<file path="src/rtl/tlc_conflict_monitor_if.sv">
// tlc_conflict_monitor_if: lamp/walk samples toward the monitor, fault status back
interface tlc_conflict_monitor_if;
   logic [2:0] ns_light;
   logic [2:0] ew_light;
   logic       walk_ns;
   logic       walk_ew;
   logic       fault_clr;
   logic       fault;
   logic [2:0] fault_code;
   logic       flash_out;
   logic [7:0] fault_count;
   modport master (
      output ns_light, ew_light, walk_ns, walk_ew, fault_clr,
      input  fault, fault_code, flash_out, fault_count
   );
   modport slave (
      input  ns_light, ew_light, walk_ns, walk_ew, fault_clr,
      output fault, fault_code, flash_out, fault_count
   );
endinterface

</file>
<file path="src/rtl/tlc_conflict_monitor.sv">
// tlc_conflict_monitor: latches the first lamp/walk rule violation and drives flash until a verified all-red clear
module tlc_conflict_monitor #(
   parameter int MIN_YELLOW_TIME   = 30,
   parameter int MIN_ALL_RED_TIME  = 5,
   parameter int FLASH_HALF_PERIOD = 16,
   parameter int CNT_W             = 16
) (
   input logic                   clk,
   input logic                   rst_n,
   tlc_conflict_monitor_if.slave mon
);
   localparam logic [2:0] G = 3'b100, Y = 3'b010, R = 3'b001;
   typedef enum logic [1:0] {MONITOR = 2'd0, FAULT = 2'd1, CLEARING = 2'd2} state_t;
   state_t           state_q, state_d;
   logic [2:0]       code_q, code_d, prev_ns_q, prev_ns_d, prev_ew_q, prev_ew_d;
   logic [7:0]       count_q, count_d;
   logic             flash_q, flash_d;
   logic [CNT_W-1:0] yel_ns_q, yel_ns_d, yel_ew_q, yel_ew_d, allred_q, allred_d;
   logic [CNT_W-1:0] qual_q, qual_d, fcnt_q, fcnt_d;
   logic [2:0]       ns, ew, viol;
   logic             bad_enc, conflict, bad_seq, short_yel, short_clr, bad_walk;
   logic             all_red, clr_ok, flash_tick;
   function automatic logic [CNT_W-1:0] inc(input logic [CNT_W-1:0] x);
      return (&x) ? x : x + CNT_W'(1);
   endfunction
   function automatic logic seq_bad(input logic [2:0] p, input logic [2:0] c);
      return (p == G && c == R) || (p == R && c == Y) || (p == Y && c == G);
   endfunction
   assign ns         = mon.ns_light;
   assign ew         = mon.ew_light;
   assign bad_enc    = !$onehot(ns) || !$onehot(ew);
   assign conflict   = ns != R && ew != R;
   assign bad_seq    = seq_bad(prev_ns_q, ns) || seq_bad(prev_ew_q, ew);
   assign short_yel  = (prev_ns_q == Y && ns == R && yel_ns_q < CNT_W'(MIN_YELLOW_TIME)) ||
                       (prev_ew_q == Y && ew == R && yel_ew_q < CNT_W'(MIN_YELLOW_TIME));
   assign short_clr  = ((prev_ns_q == R && ns == G) || (prev_ew_q == R && ew == G)) &&
                       allred_q < CNT_W'(MIN_ALL_RED_TIME);
   assign bad_walk   = (mon.walk_ns && ns != G) || (mon.walk_ew && ew != G);
   assign viol       = bad_enc ? 3'd1 : conflict ? 3'd2 : bad_seq ? 3'd3 :
                       short_yel ? 3'd4 : short_clr ? 3'd5 : bad_walk ? 3'd6 : 3'd0;
   assign all_red    = ns == R && ew == R;
   assign clr_ok     = all_red && !mon.walk_ns && !mon.walk_ew;
   assign flash_tick = fcnt_q == CNT_W'(FLASH_HALF_PERIOD - 1);
   always_comb begin
      state_d   = state_q;
      code_d    = code_q;
      count_d   = count_q;
      prev_ns_d = prev_ns_q;
      prev_ew_d = prev_ew_q;
      yel_ns_d  = yel_ns_q;
      yel_ew_d  = yel_ew_q;
      allred_d  = allred_q;
      qual_d    = qual_q;
      flash_d   = flash_tick ? !flash_q : flash_q;
      fcnt_d    = flash_tick ? '0 : fcnt_q + CNT_W'(1);
      case (state_q)
         MONITOR: begin
            prev_ns_d = ns;
            prev_ew_d = ew;
            yel_ns_d  = ns == Y ? inc(yel_ns_q) : '0;
            yel_ew_d  = ew == Y ? inc(yel_ew_q) : '0;
            allred_d  = all_red ? inc(allred_q) : '0;
            fcnt_d    = '0;
            flash_d   = viol != 3'd0;
            if (viol != 3'd0) begin
               state_d = FAULT;
               code_d  = viol;
               count_d = (&count_q) ? count_q : count_q + 8'd1;
            end
         end
         FAULT: begin
            if (mon.fault_clr) begin
               state_d = CLEARING;
               qual_d  = '0;
            end
         end
         CLEARING: begin
            qual_d = clr_ok ? qual_q + CNT_W'(1) : '0;
            if (!clr_ok) state_d = FAULT;
            else if (qual_q == CNT_W'(MIN_ALL_RED_TIME - 1)) begin
               // Exit with a full all-red credit so the next green is not flagged.
               state_d   = MONITOR;
               code_d    = 3'd0;
               flash_d   = 1'b0;
               fcnt_d    = '0;
               prev_ns_d = R;
               prev_ew_d = R;
               yel_ns_d  = '0;
               yel_ew_d  = '0;
               allred_d  = CNT_W'(MIN_ALL_RED_TIME);
               qual_d    = '0;
            end
         end
         default: begin
            state_d = FAULT;
            code_d  = 3'd7;
            flash_d = 1'b1;
            fcnt_d  = '0;
         end
      endcase
   end
   always_ff @(posedge clk) begin
      if (!rst_n) begin
         state_q   <= MONITOR;
         code_q    <= 3'd0;
         count_q   <= 8'd0;
         flash_q   <= 1'b0;
         prev_ns_q <= R;
         prev_ew_q <= R;
         yel_ns_q  <= '0;
         yel_ew_q  <= '0;
         allred_q  <= '0;
         qual_q    <= '0;
         fcnt_q    <= '0;
      end else begin
         state_q   <= state_d;
         code_q    <= code_d;
         count_q   <= count_d;
         flash_q   <= flash_d;
         prev_ns_q <= prev_ns_d;
         prev_ew_q <= prev_ew_d;
         yel_ns_q  <= yel_ns_d;
         yel_ew_q  <= yel_ew_d;
         allred_q  <= allred_d;
         qual_q    <= qual_d;
         fcnt_q    <= fcnt_d;
      end
   end
   assign mon.fault       = state_q != MONITOR;
   assign mon.fault_code  = code_q;
   assign mon.flash_out   = flash_q;
   assign mon.fault_count = count_q;
endmodule

</file>
<file path="src/flat_wrapper.sv">
// flat-port wrapper written by rule: the top's interface ports become plain ports
module tlc_conflict_monitor_flat 
#(
   parameter int MIN_YELLOW_TIME   = 30,
   parameter int MIN_ALL_RED_TIME  = 5,
   parameter int FLASH_HALF_PERIOD = 16,
   parameter int CNT_W             = 16
)
  (clk, rst_n, mon_ns_light, mon_ew_light, mon_walk_ns, mon_walk_ew, mon_fault_clr, mon_fault, mon_fault_code, mon_flash_out, mon_fault_count);
  tlc_conflict_monitor_if mon_i ();
  input logic clk;
  input logic rst_n;
  input wire logic [$bits(mon_i.ns_light)-1:0] mon_ns_light;
  input wire logic [$bits(mon_i.ew_light)-1:0] mon_ew_light;
  input wire logic [$bits(mon_i.walk_ns)-1:0] mon_walk_ns;
  input wire logic [$bits(mon_i.walk_ew)-1:0] mon_walk_ew;
  input wire logic [$bits(mon_i.fault_clr)-1:0] mon_fault_clr;
  output wire logic [$bits(mon_i.fault)-1:0] mon_fault;
  output wire logic [$bits(mon_i.fault_code)-1:0] mon_fault_code;
  output wire logic [$bits(mon_i.flash_out)-1:0] mon_flash_out;
  output wire logic [$bits(mon_i.fault_count)-1:0] mon_fault_count;
  assign mon_i.ns_light = mon_ns_light;
  assign mon_i.ew_light = mon_ew_light;
  assign mon_i.walk_ns = mon_walk_ns;
  assign mon_i.walk_ew = mon_walk_ew;
  assign mon_i.fault_clr = mon_fault_clr;
  assign mon_fault = mon_i.fault;
  assign mon_fault_code = mon_i.fault_code;
  assign mon_flash_out = mon_i.flash_out;
  assign mon_fault_count = mon_i.fault_count;
  tlc_conflict_monitor #(.MIN_YELLOW_TIME(MIN_YELLOW_TIME), .MIN_ALL_RED_TIME(MIN_ALL_RED_TIME), .FLASH_HALF_PERIOD(FLASH_HALF_PERIOD), .CNT_W(CNT_W)) u_core (.clk(clk), .rst_n(rst_n), .mon(mon_i));
endmodule
</file>
<file path="config.mk">
export PLATFORM = sky130hd
export DESIGN_NAME = tlc_conflict_monitor_flat
export DESIGN_NICKNAME = d
export VERILOG_FILES = /design/src/rtl/tlc_conflict_monitor_if.sv /design/src/rtl/tlc_conflict_monitor.sv /design/src/flat_wrapper.sv
export SDC_FILE = /design/constraint.sdc
export NUM_CORES = 1
export LEC_CHECK = 0
export ABC_AREA = 1
export BUFFER_PORTS_ARGS = -buffer_cell sky130_fd_sc_hd__buf_2
export CAP_MARGIN = 20
export CORE_ASPECT_RATIO = 1.1
export CORE_MARGIN = 3
export CORE_UTILIZATION = 60
export DETAILED_ROUTE_END_ITERATION = 8
export PLACE_DENSITY = 0.78
export SLEW_MARGIN = 10
export SYNTH_ARGS = -nofsm -noshare
export SYNTH_HDL_FRONTEND = slang
export SYNTH_SLANG_ARGS = --single-unit
</file>
<file path="constraint.sdc">
create_clock -name clk -period 2.2 [get_ports clk]
set_input_delay 0.22 -clock clk [delete_from_list [all_inputs] [get_ports clk]]
set_output_delay 0.22 -clock clk [all_outputs]
set_load 0.02 [all_outputs]
</file>
Word-level counts from Yosys, hierarchy flattened

Cells that the tools add are included.

Register bits after elaboration: 100
Bits of input ports: 11
Logic and storage cells: 151

Add/sub/neg operators: 10
$lt $le $gt $ge: 3
Equality and inequality tests: 30
Muxes and demuxes: 45
Bitwise logic cells: 2
Reductions and logical operators: 50

Operators by type and width:

| kind                                                                          | count |
|---|---|
| 16-bit 2-to-1 mux                                                             | 17 |
| 16-bit case mux with 2 select lines                                           | 5 |
| 16-bit by 1-bit adder with 16-bit output, second input constant               | 5 |
| 16-bit AND reduction                                                          | 3 |
| 3-bit 2-to-1 mux                                                              | 11 |
| 16-bit by 5-bit less-than comparator with 1-bit output, second input constant | 2 |
| 1-bit logical AND                                                             | 19 |
| 3-bit != test, second input constant                                          | 6 |
| 16-bit by 3-bit == test with 1-bit output, second input constant              | 1 |
| 16-bit by 4-bit == test with 1-bit output, second input constant              | 1 |
| 16-bit by 3-bit less-than comparator with 1-bit output, second input constant | 1 |
| 4-bit AND reduction                                                           | 4 |
| 3-bit by 1-bit == test with 1-bit output, second input constant               | 4 |
| 3-bit by 2-bit == test with 1-bit output, second input constant               | 4 |
| 3-bit == test, second input constant                                          | 4 |
| 3-bit case mux with 2 select lines                                            | 2 |
| 1-bit logical OR                                                              | 9 |
| 3-bit case mux with 3 select lines                                            | 1 |
| 3-bit AND reduction                                                           | 3 |
| 8-bit by 1-bit adder with 8-bit output, second input constant                 | 1 |
| 2-bit 2-to-1 mux                                                              | 4 |
| 8-bit AND reduction                                                           | 1 |
| 2-bit by 1-bit == test with 1-bit output, second input constant               | 3 |
| 2-bit by 1-bit != test with 1-bit output, second input constant               | 3 |
| other kinds (14)                                                              | 26 |

Depth between registers and ports, before layout

Gate-level depths: netlist (run 1).

Word-level depth: 12
Gate-level depth with buffers: 18
Mapped depth without buffers: 17

Worst setup path before layout (run 1)

No wires, ideal clock.

Path type: input port to flip-flop
Start point: in mon_ns_light[1]
End point: reg u_core.count_q[7] (netlist: u_core.mon.fault_count[7])
Arrival time: 1.915 ns
Data required time: 2.130 ns
Slack: 0.215 ns
Cell stages on the path: 10
Buffers on the path: 1
Cell sequence: inv_1 fa_1 nor3_1 nand4_1 nor2_1 a21oi_2 nand2_2 buf_6 nand3_1 a21oi_1

Word-level cells in the longest chain between the ends: 11
Elaborated cells on any way between the ends: 33

RTL lines:

| element                                               | line                                                                               | RTL |
|---|---|---|
| from (decl)                                           | flat_wrapper.sv:13                                                                 | `input wire logic [$bits(mon_i.ns_light)-1:0] mon_ns_light;` |
| 3-bit != test or 3-bit == test (tied branches)        | tlc_conflict_monitor.sv:38, tlc_conflict_monitor.sv:27, tlc_conflict_monitor.sv:36 |  |
| 1-bit logical AND (on tied branches)                  | tlc_conflict_monitor.sv:38, tlc_conflict_monitor.sv:36                             |  |
| 1-bit logical OR (on tied branches)                   | tlc_conflict_monitor.sv:38, tlc_conflict_monitor.sv:36                             |  |
| 3-bit 2-to-1 mux or 1-bit logical AND (tied branches) | tlc_conflict_monitor.sv:40, tlc_conflict_monitor.sv:36                             |  |
| 3-bit 2-to-1 mux (2 in a row)                         | tlc_conflict_monitor.sv:40                                                         | `short_yel ? 3'd4 : short_clr ? 3'd5 : bad_walk ? 3'd6 : 3'd0;` |
| 3-bit 2-to-1 mux (2 in a row)                         | tlc_conflict_monitor.sv:39                                                         | `assign viol = bad_enc ? 3'd1 : conflict ? 3'd2 : bad_seq ? 3'd3 :` |
| 3-bit 2-to-1 mux (*)                                  | tlc_conflict_monitor.sv:39                                                         |  |
| 3-bit nonzero test (*)                                | tlc_conflict_monitor.sv:65                                                         | `if (viol != 3'd0) begin` |
| 3-bit AND reduction (no source line) (*)              | --                                                                                 |  |
| to (signal assigned)                                  | tlc_conflict_monitor.sv:118                                                        | `count_q <= count_d;` |
| to (decl)                                             | tlc_conflict_monitor.sv:16                                                         | `logic [7:0] count_q, count_d;` |

Mark *: on every way between the ends. The rest lies on a longest branch, timed or not.
A chain may end at the register's enable or synchronous reset.

Final worst setup path (run 1)

Start point: reg u_core.allred_q[0]
End point: reg u_core.allred_q[5]

Word-level cells in the longest chain between the ends: 4
Elaborated cells on any way between the ends: 7

RTL lines:

| element                                  | line                        | RTL |
|---|---|---|
| from (decl)                              | tlc_conflict_monitor.sv:18  | `logic [CNT_W-1:0] yel_ns_q, yel_ns_d, yel_ew_q, yel_ew_d, allred_q, allred_d;` |
| from (signal assigned)                   | tlc_conflict_monitor.sv:124 | `allred_q <= allred_d;` |
| 16-bit by 1-bit adder with 16-bit output | tlc_conflict_monitor.sv:24  | `return (&x) ? x : x + CNT_W'(1);` |
| 16-bit 2-to-1 mux                        | tlc_conflict_monitor.sv:24  |  |
| 16-bit 2-to-1 mux                        | tlc_conflict_monitor.sv:62  | `allred_d = all_red ? inc(allred_q) : '0;` |
| 16-bit case mux with 2 select lines      | tlc_conflict_monitor.sv:56  | `case (state_q)` |

Several ways; a longest one is shown, not always the timed one. The select of a mux whose other input is x is not followed.

==> flow_summary_export.csv, run 1 <==
group,metric,value,unit
yosys,yosys.area_share.adder,3.21,%
power_and_ir_drop,cellPowerDensity,913,nW/um^2
routing,wl_per_cell,13.8,um
cells_and_area,fin_cells,1049,
routing,ant_nets,0,
place,dpl_cell_area,6270,um^2
grt,antenna_found_initial,0,
yosys,synth-xor-area-share,4.14,%
yosys,synth_compound_area_share,11.3,%
grt,grt_max_degree,18,
setup_path,arrival,2.40,ns
setup_path,startpoint_type,"flop",
routing,drt-initial-drc-count,370,
yosys,seq_area_frac_synth,33.8,%
sta,setup_viol,0,
sta,relSlewSlack,33.3,%
routing,vias_per_cell,5.58,
die,rows,37,
cells_and_area,design_area,6660,um^2
place,dpl.hpwl,10800,um
yosys,synth.mux.area_fraction,0,%
clock_network,clk_pin_slew,0.10,ns
yosys,synthCells,880,
clock_network,cts_max_level,3,
yosys,netlist_area,5920,um^2
clock_network,clkSinkCount,100,
clock_network,cts_buffer_depth,2,
grt,grt_pass1_wl,24700,um
cells_and_area,mostFrequentLayoutCells,"nand2_1 (172), nor2_1 (123), inv_1 (100), dfxtp_1 (95), a21oi_1 (70)",
place,dp_slack,-0.0655,ns
die,die_x,101,um
die,dieArea,11100,um^2
power_and_ir_drop,peakVddDrop,0.676,mV
sta,fmax,0.478,GHz
run,cap_viol_max_count,0,
setup_path,crit_required,2.51,ns
grt,grt-ovfl-total,0,
sta,fin_ws,0.108,ns
die,io_pins,24,
place,dp_cells,1029,
cells_and_area,final_nets,952,
setup_path,criticalPathCategory,"reg -> reg",
yosys,synth_nets,905,
clock_network,cts-buffers-inserted,9,
routing,routed_wirelength,14500,um
yosys,synthSimpleGateAreaFrac,38.1,%
routing,vias,5855,
sta,whs,0.135,ns
yosys,ys_types,46,
yosys,synth_top_family_by_area,"simple AND/OR/NAND/NOR gates",
sta,clock_skew,0.00850,ns
cells_and_area,drive_gt1_share,15.5,%
clock_network,clockRootBuffer,"clkbuf_8",
die,core,9490,um^2
min_path,hold_path.class,"in -> reg",
cells_and_area,layout_commonest_cell,"nand2_1",
place,place_congestion,0.943,
outcome,outcome,"completed",
yosys,syn_avg_cell_area,6.73,um^2
sta,period_share,95.1,%
cells_and_area,fillerInstances,856,
routing,drc_errors,0,
sta,finalCriticalPeriod,2.09,ns
power_and_ir_drop,leakagePower,2.62,nW
yosys,synth_warnings,0,
routing,drt_first_pass_iters,5,
sta,finalMaxSlewViolations,0,
sta,hold_viol,0,
cells_and_area,diodes,0,
cells_and_area,area_growth,12.5,%
yosys,synth-seq-cells,100,
grt,grt_usage,27.1,%
place,port-buffer-count,23,
die,start_util,62.4,%
clock_network,tritoncts,"done",
clock_network,holdBufCountCts,0,
grt,grt_pass1_vias,5609,
setup_path,cp-end-kind,"flop",
sta,worst_pin_slew,0.996,ns
setup_path,crit_path_max_fanout,8,
clock_network,clk_latency,0.37,ns
die,die_y,110,um
critical path, cell delays in order (launching register included):
cell and delay [ns]:
dfxtp_2 0.36, ha_2 0.19, nand2_2 0.08, nor2_4 0.13, nand2_4 0.07, nor2_4 0.13, nand3_2 0.10, nor2_2 0.15
nand3_2 0.11, nand3_4 0.12, inv_4 0.08, a21oi_4 0.29, o31ai_2 0.12, nor2_1 0.11
power by group:
part           total [mW]  internal, mW  switching (mW)
clock                1.33         0.649           0.679
combinational        2.63         0.880            1.75
sequential           2.12          1.97           0.145
area by class of cell:
type | instances | area [um^2] | area share, %
well taps | 117 | 146 | 2.20
clock buffers | 9 | 124 | 1.86
multi-input cells | 649 | 3500 | 52.5
flip-flops and latches | 100 | 2010 | 30.1
clock inverters | 7 | 98.8 | 1.48
inverters | 112 | 430 | 6.46
repair buffers | 55 | 355 | 5.33
per-stage QoR:
stage	setup TNS (ns)	utilization [%]	power (mW)
6_report	0	70.2	6.08
5_1_grt	-0.0312	70.2	6.51
4_1_cts	0	68.4	6.00
3_5_place_dp	-0.435	66.0	4.67
3_3_place_gp	0	66.0	4.57
2_1_floorplan	0	-	4.04
timing repair:
action                     4_1_cts  5_1_grt
gates resized for setup          0       36
buffers inserted                 0        4
setup endpoints to repair        0       53
hold endpoints to repair         0        0
Yosys cell counts (all sizes together):
master	count	area [um^2]
a211oi	6	45.0
a21oi	76	407
a31oi	8	50.1
a41oi	1	8.76
and3	3	18.8
buf	12	101
clkbuf	7	26.3
clkinv	1	3.75
dfxtp	100	2000
fa	2	40.0
ha	12	150
inv	111	427
nand2	181	699
nand3	79	463
nand3b	2	15.0
nand4	15	100
nor2	135	532
nor3	52	265
nor3b	4	40.0
nor4	13	96.3
nor4b	1	15.0
o211ai	3	22.5
o21ai	25	129
o31ai	1	7.51
or2	2	12.5
xnor2	7	61.3
xor2	21	184
sequential cells by signal (all words and copies together) (netlist names):
name / cells
u_core.mon.fault_count: 8
u_core.yel_ew_q: 16
u_core.allred_q: 16
u_core.prev_ns_q: 3
u_core.prev_ew_q: 3
u_core.yel_ns_q: 16
u_core.state_q: 2
u_core.fcnt_q: 16
u_core.mon.flash_out: 1
u_core.mon.fault_code: 3
u_core.qual_q: 16
layer usage:
layer  wire [um]  GRT usage [%]
met3         854           5.16
met2        7030           45.7
met5           0              0
met4         271           9.91
met1        6340           34.4
cell families (layout without fill, tap and decap cells):
kind of cell / after synthesis / after routing
compound gates: 120 / 120
simple gates: 487 / 487
flops: 100 / 100
xor+xnor: 28 / 28
fa+ha+maj: 14 / 14
buf+inv: 131 / 183
final timing paths:
path / cells after the start / startpoint / slack, ns / to
hold reg to reg: 1 / u_core.fcnt_q[0]$_SDFF_PN0_ / 0.45 / u_core.fcnt_q[0]$_SDFF_PN0_
hold / removal: 3 / mon_ns_light[1] / 0.14 / u_core.prev_ns_q[1]$_SDFFE_PN0P_
setup reg to reg: 13 / u_core.allred_q[0]$_SDFFE_PN0P_ / 0.11 / u_core.allred_q[5]$_SDFFE_PN0P_
setup / recovery: 13 / u_core.allred_q[0]$_SDFFE_PN0P_ / 0.11 / u_core.allred_q[5]$_SDFFE_PN0P_
(Power assumes the default switching activity.)
==> run 2, diff against run 1 <==
--- a/config.mk
+++ b/config.mk
@@ -13,6 +13,7 @@
 export CORE_UTILIZATION = 60
 export DETAILED_ROUTE_END_ITERATION = 8
 export PLACE_DENSITY = 0.78
+export SETUP_SLACK_MARGIN = 0.3
 export SLEW_MARGIN = 10
 export SYNTH_ARGS = -nofsm -noshare
 export SYNTH_HDL_FRONTEND = slang
==> constraint.sdc (replaced) <==
create_clock -name clk -period 2.2 [get_ports clk]
set_input_delay 0.22 -clock clk [delete_from_list [all_inputs] [get_ports clk]]
set_output_delay 0.22 -clock clk [all_outputs]
set_load 0.05 [all_outputs]
==> run 2 against run 1 <==
- sequential power grew 3%
- critical path depth grew 1
- hold slack gained 0.015 ns
- clock power shrank 16%
- critical endpoint is now u_core.state_q[1]$_SDFFE_PN0P_
- via count grew 18%
- final cell count grew 5.9%
- first-iteration DRC count grew 110%
- global-route usage grew 3.5 points
- total power grew 21%
- count of clock-buffer cells in the layout grew 2
- clock skew grew 0.0094 ns
==> flow_summary_export.csv, run 2 (synthesis results as in run 1) <==
group,metric,value,unit
outcome,outcome,"completed",
setup_path,critPathLaunch,"u_core.yel_ns_q[10]$_SDFFE_PN0P_",
place,dpl.hpwl,10500,um
clock_network,cts_buffer_depth,2,
cells_and_area,area_growth,34.2,%
setup_path,crit_family,"simple AND/OR/NAND/NOR gates",
setup_path,cp_common_cell,"nand2_1",
routing,vias,6892,
setup_path,reg2reg_from,"u_core.yel_ns_q[10]$_SDFFE_PN0P_",
power_and_ir_drop,peakVddDrop,0.809,mV
routing,vias_per_cell,6.20,
setup_path,reg2reg_to,"u_core.state_q[1]$_SDFFE_PN0P_",
setup_path,crit_required,2.50,ns
setup_path,cp-end-kind,"flop",
routing,drt_first_pass_iters,7,
grt,grt_max_degree,17,
cells_and_area,seqCellArea,2060,um^2
place,dpl_cell_area,6270,um^2
power_and_ir_drop,cellPowerDensity,928,nW/um^2
grt,grt_pass1_wl,27500,um
cells_and_area,fillerInstances,548,
cells_and_area,final_nets,1014,
setup_path,cp_num_cells,14,
clock_network,cts_max_level,3,
sta,whs,0.150,ns
cells_and_area,layout_commonest_cell,"nand2_1",
sta,fmax,0.486,GHz
clock_network,clockRootBuffer,"clkbuf_8",
setup_path,arrival,2.36,ns
clock_network,clk_latency,0.39,ns
grt,grt-ovfl-total,0,
grt,antenna_found_initial,0,
setup_path,r2r_cells,14,
sta,setup_viol,0,
sta,tns,0,ns
place,place_congestion,0.953,
die,rows,37,
die,die_x,101,um
die,die_y,110,um
sta,clock_skew,0.0179,ns
sta,rsz0062_at_grt,"yes",
die,dieArea,11100,um^2
clock_network,clk_pin_slew,0.10,ns
sta,hold_viol,0,
setup_path,critPathBufInv,2,
sta,finalMaxSlewViolations,0,
clock_network,tritoncts,"done",
routing,drt-initial-drc-count,761,
setup_path,crit_path_max_fanout,5,
setup_path,startpoint_type,"flop",
die,start_util,62.4,%
routing,drc_errors,0,
cells_and_area,design_area,7950,um^2
cells_and_area,multi_input_area,4210,um^2
setup_path,cp-endpoint,"u_core.state_q[1]$_SDFFE_PN0P_",
sta,worst_pin_slew,0.645,ns
place,port-buffer-count,23,
routing,ant_nets,0,
cells_and_area,diodes,0,
routing,wl_per_cell,18.0,um
cells_and_area,drive_gt1_share,35.1,%
sta,relSlewSlack,57.0,%
setup_path,max_stage_delay,0.37,ns
clock_network,cts-buffers-inserted,9,
sta,finalCriticalPeriod,2.06,ns
setup_path,r2r_setup_slack,0.14,ns
setup_path,path_cells,"nor2_1 -> nand2_1 -> nor2_1 -> nand3_1 -> nand2_1 -> inv_1 -> nand2_1 -> nand2_2 -> a21oi_4 -> buf_6 -> nand3_4 -> nand3_2 -> nand2_1 -> nor2_1",
setup_path,crit_path_top_delay_cell,"dfxtp_4",
die,io_pins,24,
cells_and_area,mostFrequentLayoutCells,"nand2_1 (148), nor2_1 (102), inv_1 (86), dfxtp_1 (71), buf_4 (67)",
clock_network,clkSinkCount,100,
grt,grt_usage,30.6,%
routing,routed_wirelength,20000,um
setup_path,criticalPathCategory,"reg -> reg",
grt,grt_pass1_vias,6044,
run,cap_viol_max_count,0,
min_path,hold_path.class,"in -> reg",
sta,period_share,93.6,%
power_and_ir_drop,leakagePower,3.14,nW
die,core,9490,um^2
==> run 2: cell types whose count changed in the layout (fill, tap and decap cells not counted), moves of 14 or more <==
| cell | previous run | this run |
|---|---|---|
| nor3_2 | 3 | 17 |
| dfxtp_2 | 5 | 21 |
| nor2_1 | 123 | 102 |
| inv_1 | 100 | 86 |
| nand2_2 | 5 | 24 |
| buf_4 | 32 | 67 |
| nand2_1 | 172 | 148 |
| a21oi_2 | 3 | 18 |
| dfxtp_1 | 95 | 71 |
| buf_6 | 0 | 23 |
| a21oi_1 | 70 | 51 |
| nand3_1 | 68 | 53 |
| nor3_1 | 48 | 31 |
==> run 2: metal layers <==
metal | vias up | share of wire [%] | global-route usage [%]
met5 | - | 0 | 0
met4 | 0 | 4.8 | 14.0
met3 | 119 | 8.9 | 5.41
met2 | 457 | 48 | 52.2
met1 | 3201 | 38 | 37.5
li1 | 3115 | - | -
==> run 2: worst min-delay path by stage <==
stage                                             to  cells past startpoint                        start
floorplan           u_core.prev_ew_q[1]$_SDFFE_PN0P_                      2              mon_ew_light[1]
finish              u_core.prev_ns_q[1]$_SDFFE_PN0P_                      3              mon_ns_light[1]
global route        u_core.prev_ns_q[1]$_SDFFE_PN0P_                      3              mon_ns_light[1]
global placement         u_core.fcnt_q[0]$_SDFF_PN0_                      1  u_core.fcnt_q[0]$_SDFF_PN0_
CTS                 u_core.prev_ns_q[1]$_SDFFE_PN0P_                      3              mon_ns_light[1]
detailed placement       u_core.fcnt_q[0]$_SDFF_PN0_                      1  u_core.fcnt_q[0]$_SDFF_PN0_
==> run 2: repair_timing <==
| item | 4_1_cts | 5_1_grt |
|---|---|---|
| hold buffers | 0 | 0 |
| setup endpoints to repair | 64 | 87 |
| resized for setup | 96 | 178 |
| gates cloned | 3 | 1 |
| setup buffers | 46 | 17 |
| pin swaps | 36 | 64 |
==> run 2: power by group <==
group | total [mW] | internal (mW) | switching, mW
sequential | 2.18 | 2.00 | 0.176
combinational | 4.08 | 1.52 | 2.56
clock | 1.12 | 0.448 | 0.671
total | 7.38 | 3.97 | 3.41
==> run 2: cell type report <==
class / count / share of cell area (%)
sequential: 100 / 25.9
clock inverter: 5 / 0.456
multi-input combinational: 651 / 53.0
clock buffer: 11 / 1.78
timing repair inverter: 1 / 0.0787
inverter: 112 / 5.76
tap: 117 / 1.84
timing repair buffer: 114 / 11.2
==> run 2: through the flow <==
stage | cells | total power, mW | setup slack [ns] | util, %
final | 1111 | 7.38 | 0.141 | 83.8
after global routing | 1111 | 7.71 | 0.0135 | 83.8
after CTS | 1093 | 6.52 | 0.248 | 75.3
after detailed placement | 1028 | 4.80 | 0.0367 | 66.0
after global placement | 1028 | 4.74 | 0.127 | 66.0
after floorplan | 880 | 4.19 | 0.305 | -
==> run 2: worst register-to-register path, cell delays in order, from the launching register on <==
cell and delay [ns]:
dfxtp_4 0.37, nor2_1 0.17, nand2_1 0.10, nor2_1 0.20
nand3_1 0.10, nand2_1 0.11, inv_1 0.05, nand2_1 0.08
nand2_2 0.08, a21oi_4 0.15, buf_6 0.15, nand3_4 0.12
nand3_2 0.09, nand2_1 0.06, nor2_1 0.16
